**src/rtl/irq_controller_pkg.sv**
```systemverilog
// rtl/irq_controller_pkg.sv - shared CPU constants, register offsets and FSM encodings for irq_controller
//
// Contents:
//   CPU_M / CPU_N     default data / address bus widths of the core
//   REG_*             word offsets inside the controller register window
//   irq_state_t       presentation FSM states
//   lowest_set()      fixed-priority encoder (lowest index wins)
package irq_controller_pkg;

    localparam int CPU_M = 16;
    localparam int CPU_N = 32;

    localparam logic [1:0] REG_MASK  = 2'd0;
    localparam logic [1:0] REG_PEND  = 2'd1;
    localparam logic [1:0] REG_VECLO = 2'd2;
    localparam logic [1:0] REG_VECHI = 2'd3;

    typedef enum logic [1:0] {
        IDLE    = 2'd0,
        PRESENT = 2'd1,
        ACK     = 2'd2
    } irq_state_t;

    // Scan from the top down so the last hit, i.e. the lowest set bit, is kept.
    function automatic logic [2:0] lowest_set(input logic [7:0] v);
        lowest_set = 3'd0;
        for (int i = 7; i >= 0; i--) begin
            if (v[i]) begin
                lowest_set = 3'(i);
            end
        end
    endfunction

endpackage

```
**src/rtl/irq_controller_if.sv**
```systemverilog
// rtl/irq_controller_if.sv - core memory-bus view of the irq_controller register window
//
// Signals:
//   memAddr   bus address            (master -> slave)
//   memWrite  bus write data         (master -> slave)
//   memWE     write enable           (master -> slave)
//   memRE     read enable            (master -> slave)
//   sel       address hits window    (slave -> master, combinational)
//   rdata     read data, 0 if !sel   (slave -> master, combinational)
import irq_controller_pkg::*;

interface irq_controller_if #(
    parameter int M = CPU_M,
    parameter int N = CPU_N
);
    logic [N-1:0] memAddr;
    logic [M-1:0] memWrite;
    logic         memWE;
    logic         memRE;
    logic         sel;
    logic [M-1:0] rdata;

    modport master (
        output memAddr, memWrite, memWE, memRE,
        input  sel, rdata
    );

    modport slave (
        input  memAddr, memWrite, memWE, memRE,
        output sel, rdata
    );
endinterface

```
**src/rtl/irq_sync_edge.sv**
```systemverilog
// rtl/irq_sync_edge.sv - per-source 2-flop synchroniser plus rising-edge detector
//
// Ports:
//   clk   clock
//   rst   synchronous active-high reset
//   src   asynchronous interrupt lines
//   rise  one-cycle pulse per synchronised rising edge
import irq_controller_pkg::*;

module irq_sync_edge #(
    parameter int NSRC = 8
) (
    input  logic            clk,
    input  logic            rst,
    input  logic [NSRC-1:0] src,
    output logic [NSRC-1:0] rise
);

    logic [NSRC-1:0] sync1;
    logic [NSRC-1:0] sync2;
    logic [NSRC-1:0] prev;

    always_ff @(posedge clk) begin
        if (rst) begin
            sync1 <= '0;
            sync2 <= '0;
            prev  <= '0;
        end else begin
            sync1 <= src;
            sync2 <= sync1;
            prev  <= sync2;
        end
    end

    assign rise = sync2 & ~prev;

endmodule

```
**src/rtl/irq_controller.sv**
```systemverilog
// rtl/irq_controller.sv - masked fixed-priority interrupt controller feeding the CPU core
//
// Ports:
//   clk, rst     clock, synchronous active-high reset
//   src          asynchronous interrupt lines, rising edge requests
//   irq          interrupt request to the core
//   intAddr      handler address of the presented source
//   intData      cause word {pending snapshot, 5'b0, idx}
//   turnOffIRQ   core acknowledge, honoured only while presenting
//   bus          register window: MASK, PENDING (W1C), VECLO, VECHI
import irq_controller_pkg::*;

module irq_controller #(
    parameter int           M         = CPU_M,
    parameter int           N         = CPU_N,
    parameter int           NSRC      = 8,
    parameter logic [N-1:0] BASE      = 32'hE000_0000,
    parameter int           VEC_SHIFT = 2
) (
    input  logic            clk,
    input  logic            rst,
    input  logic [NSRC-1:0] src,
    output logic            irq,
    output logic [N-1:0]    intAddr,
    output logic [M-1:0]    intData,
    input  logic            turnOffIRQ,
    irq_controller_if.slave bus
);

    irq_state_t      state;
    irq_state_t      state_n;
    logic            load;
    logic            ack;

    logic [NSRC-1:0] rise;
    logic [NSRC-1:0] mask;
    logic [NSRC-1:0] pending;
    logic [NSRC-1:0] pending_n;
    logic [NSRC-1:0] eligible;
    logic [M-1:0]    vec_lo;
    logic [M-1:0]    vec_hi;

    logic [2:0]      idx;
    logic [2:0]      winner;
    logic [NSRC-1:0] idx_bit;
    logic [NSRC-1:0] w1c;
    logic [NSRC-1:0] clr;
    logic [15:0]     cause;

    logic [N-1:0]    offset;
    logic            sel;
    logic            wr;
    logic            unused_re;

    irq_sync_edge #(.NSRC(NSRC)) u_sync_edge (
        .clk  (clk),
        .rst  (rst),
        .src  (src),
        .rise (rise)
    );

    // Unsigned wrap-around makes addresses below BASE land far outside the window.
    assign offset    = bus.memAddr - BASE;
    assign sel       = (offset < N'(4));
    assign bus.sel   = sel;
    assign wr        = bus.memWE & sel;
    // Reads have no side effects, so the read strobe is not needed.
    assign unused_re = bus.memRE;

    always_comb begin
        bus.rdata = '0;
        if (sel) begin
            case (offset[1:0])
                REG_MASK:  bus.rdata = M'(mask);
                REG_PEND:  bus.rdata = M'(pending);
                REG_VECLO: bus.rdata = vec_lo;
                REG_VECHI: bus.rdata = vec_hi;
                default:   bus.rdata = '0;
            endcase
        end
    end

    assign eligible = pending & mask;
    assign winner   = lowest_set(8'(eligible));
    assign idx_bit  = NSRC'(1) << idx;
    assign cause    = {8'(pending), 5'b0, winner};

    // The presented bit is owned by the ack while in PRESENT; software W1C cannot drop it.
    always_comb begin
        w1c = '0;
        if (wr && offset[1:0] == REG_PEND) begin
            w1c = bus.memWrite[NSRC-1:0];
        end
        if (state == PRESENT) begin
            w1c = w1c & ~idx_bit;
        end
    end

    assign clr       = w1c | (ack ? idx_bit : '0);
    // New edges are OR-ed in last so a set always beats a same-cycle clear.
    assign pending_n = (pending & ~clr) | rise;

    always_ff @(posedge clk) begin
        if (rst) begin
            mask    <= '0;
            pending <= '0;
            vec_lo  <= '0;
            vec_hi  <= '0;
        end else begin
            pending <= pending_n;
            if (wr) begin
                case (offset[1:0])
                    REG_MASK:  mask   <= bus.memWrite[NSRC-1:0];
                    REG_VECLO: vec_lo <= bus.memWrite;
                    REG_VECHI: vec_hi <= bus.memWrite;
                    default:   ;
                endcase
            end
        end
    end

    always_ff @(posedge clk) begin
        if (rst) begin
            state   <= IDLE;
            idx     <= '0;
            intAddr <= '0;
            intData <= '0;
        end else begin
            state <= state_n;
            if (load) begin
                idx     <= winner;
                intAddr <= N'({vec_hi, vec_lo}) + (N'(winner) << VEC_SHIFT);
                intData <= M'(cause);
            end
        end
    end

    always_comb begin
        state_n = state;
        load    = 1'b0;
        ack     = 1'b0;
        irq     = 1'b0;
        case (state)
            IDLE: begin
                if (|eligible) begin
                    state_n = PRESENT;
                    load    = 1'b1;
                end
            end
            PRESENT: begin
                irq = 1'b1;
                if (turnOffIRQ) begin
                    ack     = 1'b1;
                    state_n = ACK;
                end
            end
            ACK: begin
                state_n = IDLE;
            end
            default: begin
                state_n = IDLE;
            end
        endcase
    end

endmodule

```
**src/flat_wrapper.sv**
```systemverilog
// flat-port wrapper written by rule: the top's interface ports become plain ports
module irq_controller_flat 
#(
    parameter int           M         = CPU_M,
    parameter int           N         = CPU_N,
    parameter int           NSRC      = 8,
    parameter logic [N-1:0] BASE      = 32'hE000_0000,
    parameter int           VEC_SHIFT = 2
)
  (clk, rst, src, irq, intAddr, intData, turnOffIRQ, bus_memAddr, bus_memWrite, bus_memWE, bus_memRE, bus_sel, bus_rdata);
  irq_controller_if #(.M(M), .N(N)) bus_i ();
  input  logic clk;
  input  logic rst;
  input  logic [NSRC-1:0] src;
  output logic irq;
  output logic [N-1:0] intAddr;
  output logic [M-1:0] intData;
  input  logic turnOffIRQ;
  input wire logic [$bits(bus_i.memAddr)-1:0] bus_memAddr;
  input wire logic [$bits(bus_i.memWrite)-1:0] bus_memWrite;
  input wire logic [$bits(bus_i.memWE)-1:0] bus_memWE;
  input wire logic [$bits(bus_i.memRE)-1:0] bus_memRE;
  output wire logic [$bits(bus_i.sel)-1:0] bus_sel;
  output wire logic [$bits(bus_i.rdata)-1:0] bus_rdata;
  assign bus_i.memAddr = bus_memAddr;
  assign bus_i.memWrite = bus_memWrite;
  assign bus_i.memWE = bus_memWE;
  assign bus_i.memRE = bus_memRE;
  assign bus_sel = bus_i.sel;
  assign bus_rdata = bus_i.rdata;
  irq_controller #(.M(M), .N(N), .NSRC(NSRC), .BASE(BASE), .VEC_SHIFT(VEC_SHIFT)) u_core (.clk(clk), .rst(rst), .src(src), .irq(irq), .intAddr(intAddr), .intData(intData), .turnOffIRQ(turnOffIRQ), .bus(bus_i));
endmodule
```
**config.mk**
```make
export PLATFORM = sky130hd
export DESIGN_NAME = irq_controller_flat
export DESIGN_NICKNAME = d
export VERILOG_FILES = /design/src/rtl/irq_controller_pkg.sv /design/src/rtl/irq_controller_if.sv /design/src/rtl/irq_sync_edge.sv /design/src/rtl/irq_controller.sv /design/src/flat_wrapper.sv
export SDC_FILE = /design/constraint.sdc
export NUM_CORES = 1
export LEC_CHECK = 0
export BUFFER_PORTS_ARGS = -buffer_cell sky130_fd_sc_hd__clkbuf_2
export CAP_MARGIN = 20
export CELL_PAD_IN_SITES_DETAIL_PLACEMENT = 0
export CELL_PAD_IN_SITES_GLOBAL_PLACEMENT = 1
export CORE_MARGIN = 1
export CORE_UTILIZATION = 41
export CTS_BUF_LIST = sky130_fd_sc_hd__clkbuf_4
export DETAILED_ROUTE_END_ITERATION = 7
export HOLD_SLACK_MARGIN = 0.15
export PLACE_DENSITY = 0.85
export SLEW_MARGIN = 10
export SYNTH_ARGS = -nofsm -noshare
export SYNTH_HDL_FRONTEND = slang
export SYNTH_SLANG_ARGS = --single-unit
```
**constraint.sdc**
```tcl
create_clock -name clk -period 2.9 [get_ports clk]
set_clock_uncertainty 0.1 [all_clocks]
set_input_delay 0.58 -clock clk [delete_from_list [all_inputs] [get_ports clk]]
set_output_delay 0.58 -clock clk [all_outputs]
set_load 0.005 [all_outputs]
```
==> out/metrics.yaml <==
die_x_um: 116.1
ctsLongestPathBuffers: 2
drt_iter0_markers: 223
cp.required_ns: 2.22
hpwl_mm: 10.37
cap_violations: 0
hold_path.class: "primary input to flip-flop"
slew_headroom_pct: 47.66
r2r-end: "u_core.intAddr[25]$_SDFFE_PP0P_"
critPathCapture: "bus_rdata[14]"
drtAntennaViolNets: 0
clk_latency_ns: 0.52
worstPathMaxFanout: 8
finalInstanceArea_um2: 6823
powerDensity_nw_per_um2: 452.8
syn_avg_cell_area_um2: 8.665
path_class: "primary input to primary output"
ys_top_cells_by_count: "dfxtp_1 (117), nand2_1 (112), a21oi_1 (53), nor2_1 (52), a211oi_1 (30)"
worstSetupStartpoint: "bus_memAddr[22]"
fin_hold_ws_ns: 0.1877
p_total_mw: 3.090
viasPerCell: 5.274
setup_violations: 16
violations: "setup timing"
fmaxAchievable_mhz: 336.6
cts-root-buf: "clkbuf_4"
synthMostInstantiatedCell: "dfxtp_1"
drive_gt1_share_pct: 28.85
core_um2: 12670
io_buffers: 120
pre_cts_slack_ns: -0.1726
globalRouteTotalUtil_pct: 21.76
die-height_um: 116.1
syn_area_um2: 5338
design.die.area_um2: 13480
area_growth_pct: 27.82
rsz0062_at_grt: "true"
htree_levels: 4
critPathCaptureType: "primary output"
slew_viol_final: 0
vias: 4984
yosys_warnings: 0
finalHoldViolations: 0
placed_cell_area_um2: 6220
drtPass1Iterations: 4
rows: 41
async_flop_share_pct: 0
synth_top_area_share_pct: 43.88
synth_area_leader_cell: "dfxtp_1"
synth_cell_types: 53
synth-seq-cells: 117
arrival_ns: 2.29
final_nets: 826
r2r_cells: 10
grt_pass1_vias: 4711
totalWireLength_mm: 14.25
antenna_found_initial: 0
layout_setup_ws_ns: -0.07090
p_leak_nw: 2.619
synth-seq-area-share_pct: 43.88
grt_pass1_wl_mm: 22.45
cts_tree: "yes"
cts.sinks: 117
synth-edff-count: 0
worst_pin_slew_ns: 0.7741
antenna_cells: 0
grt_start_max_net_pins: 109
gp_congestion: 0.9120
initial_core_util_pct: 42.13
overflow: 0
drcViolationCount: 0
synth.area.top_cells: "dfxtp_1 (44%), nand2_1 (7.9%), a21oi_1 (5.0%)"
regToRegStartpoint: "u_core.mask[6]$_SDFFE_PP0P_"
status: "complete, but fails checks"
path_clk_slew_ns: 0.09
regToRegSetupSlack_ns: 0.16
routedWlPerCell_um: 15.08
syn_inst: 616
ir_worst_vdd_uv: 442.3
period_share_pct: 102.4
cts_made_buffers: 17
critPathLaunchType: "primary input"
top_level_ports: 127
period_needed_ns: 2.971
synth_flop_cell: "dfxtp_1"
-- cell usage in the layout (no fill, tap or decap), types with 4 or more instances in the layout --
cell type / n
nand2_1: 111
nor4_1: 8
bufinv_16: 4
mux4_2: 8
and2_4: 7
xor2_1: 7
nor4_2: 5
nor2_1: 45
nor2_2: 4
buf_6: 10
ha_1: 4
xnor2_1: 22
nor4b_1: 4
and4_1: 6
inv_1: 11
o2bb2ai_1: 5
clkbuf_2: 106
buf_2: 7
clkbuf_4: 17
o21ai_1: 4
dfxtp_1: 117
nand4_1: 10
mux2i_1: 16
o21ai_0: 10
nand3_1: 8
nor3_1: 7
clkinv_1: 4
conb_1: 5
buf_4: 28
nand3b_1: 6
a211oi_1: 29
nor2b_1: 24
clkinvlp_4: 5
a21oi_1: 52
dlygate4sd3_1: 7
-- area by class of cell --
cell class | count | area [um2]
clock buffers | 17 | 127.6
flip-flops and latches | 117 | 2342
inverters | 12 | 45.04
clock inverters | 15 | 187.7
well taps | 172 | 215.2
repair buffers | 159 | 978.4
multi-input cells | 453 | 2927
fillers | 1217 | 5848
-- worst max-delay path, cell delays in order --
cell      delay, ns
clkbuf_2       0.08
or4_4          0.53
or3_4          0.36
nor3_4         0.29
nand2_4        0.18
nor2_2         0.15
clkbuf_2       0.12
-- state kept, by name, indices dropped and copies added, names as in the netlist --
name,flops
u_core.vec_lo,16
u_core.pending,8
u_core.intAddr,32
u_core.u_sync_edge.sync2,8
u_core.intData,9
u_core.idx,2
u_core.u_sync_edge.sync1,8
u_core.state,2
u_core.mask,8
u_core.vec_hi,16
u_core.u_sync_edge.prev,8
-- through the flow --
stage / setup TNS, ns / cells / util (%)
5_1_grt: -1.292 / 945 / 53.85
6_report: -0.6542 / 945 / 53.85
3_3_place_gp: -0.6743 / 900 / 49.09
4_1_cts: -0.1361 / 941 / 52.37
2_1_floorplan: 0 / 620 / -
3_5_place_dp: -1.219 / 900 / 49.09
-- repair_timing --
action | 4_1_cts | 5_1_grt
hold buffers | 7 | 0
endpoints found under the hold margin | 7 | 0
cloned | 1 | 1
gates resized for setup | 6 | 42
setup buffers | 1 | 3
endpoints found under the setup margin | 15 | 28
pin swaps | 9 | 11
-- per-layer routing --
metal | GRT usage (%) | part of all wire (%) | vias to the layer above
met5 | 0 | 0 | -
met4 | 13.68 | 4.8 | 0
met3 | 4.152 | 3.8 | 45
met2 | 36.71 | 48 | 144
met1 | 25.53 | 43 | 2338
li1 | - | - | 2457
-- kinds of logic after synthesis --
logic type / after synthesis / synth area share (%)
AOI/OAI and AO/OA: 117 / 13.81
xor gates and xnor gates: 29 / 4.758
adders and majority gates: 5 / 1.313
buffers and inverters: 50 / 3.962
DFF: 117 / 43.88
muxes: 24 / 6.376
other: 1 / 0.07026
and+or+nand+nor: 273 / 25.83
-- power by group --
part / switching, mW / leakage (nW) / total, mW / internal [mW]
registers: 0.00826 / 0.947 / 1.63 / 1.63
logic: 0.0875 / 1.52 / 0.163 / 0.0759
clock network: 0.621 / 0.152 / 1.29 / 0.672
total: 0.717 / 2.62 / 3.09 / 2.37
-- worst min-delay path by stage --
stage,startpoint,depth (start not counted),end,slack (ns)
2_1_floorplan,u_core.u_sync_edge.prev[1]$_SDFF_PP0_,1,u_core.pending[1]$_SDFF_PP0_,0.30
3_3_place_gp,u_core.u_sync_edge.prev[2]$_SDFF_PP0_,1,u_core.pending[2]$_SDFF_PP0_,0.30
3_5_place_dp,u_core.u_sync_edge.prev[4]$_SDFF_PP0_,1,u_core.pending[4]$_SDFF_PP0_,0.31
4_1_cts,bus_memWrite[9],3,u_core.vec_hi[9]$_SDFFE_PP0P_,0.16
5_1_grt,bus_memWrite[9],3,u_core.vec_hi[9]$_SDFFE_PP0P_,0.16
6_report,src[3],2,u_core.u_sync_edge.sync1[3]$_SDFF_PP0_,0.19
(Power assumes the default switching activity.)
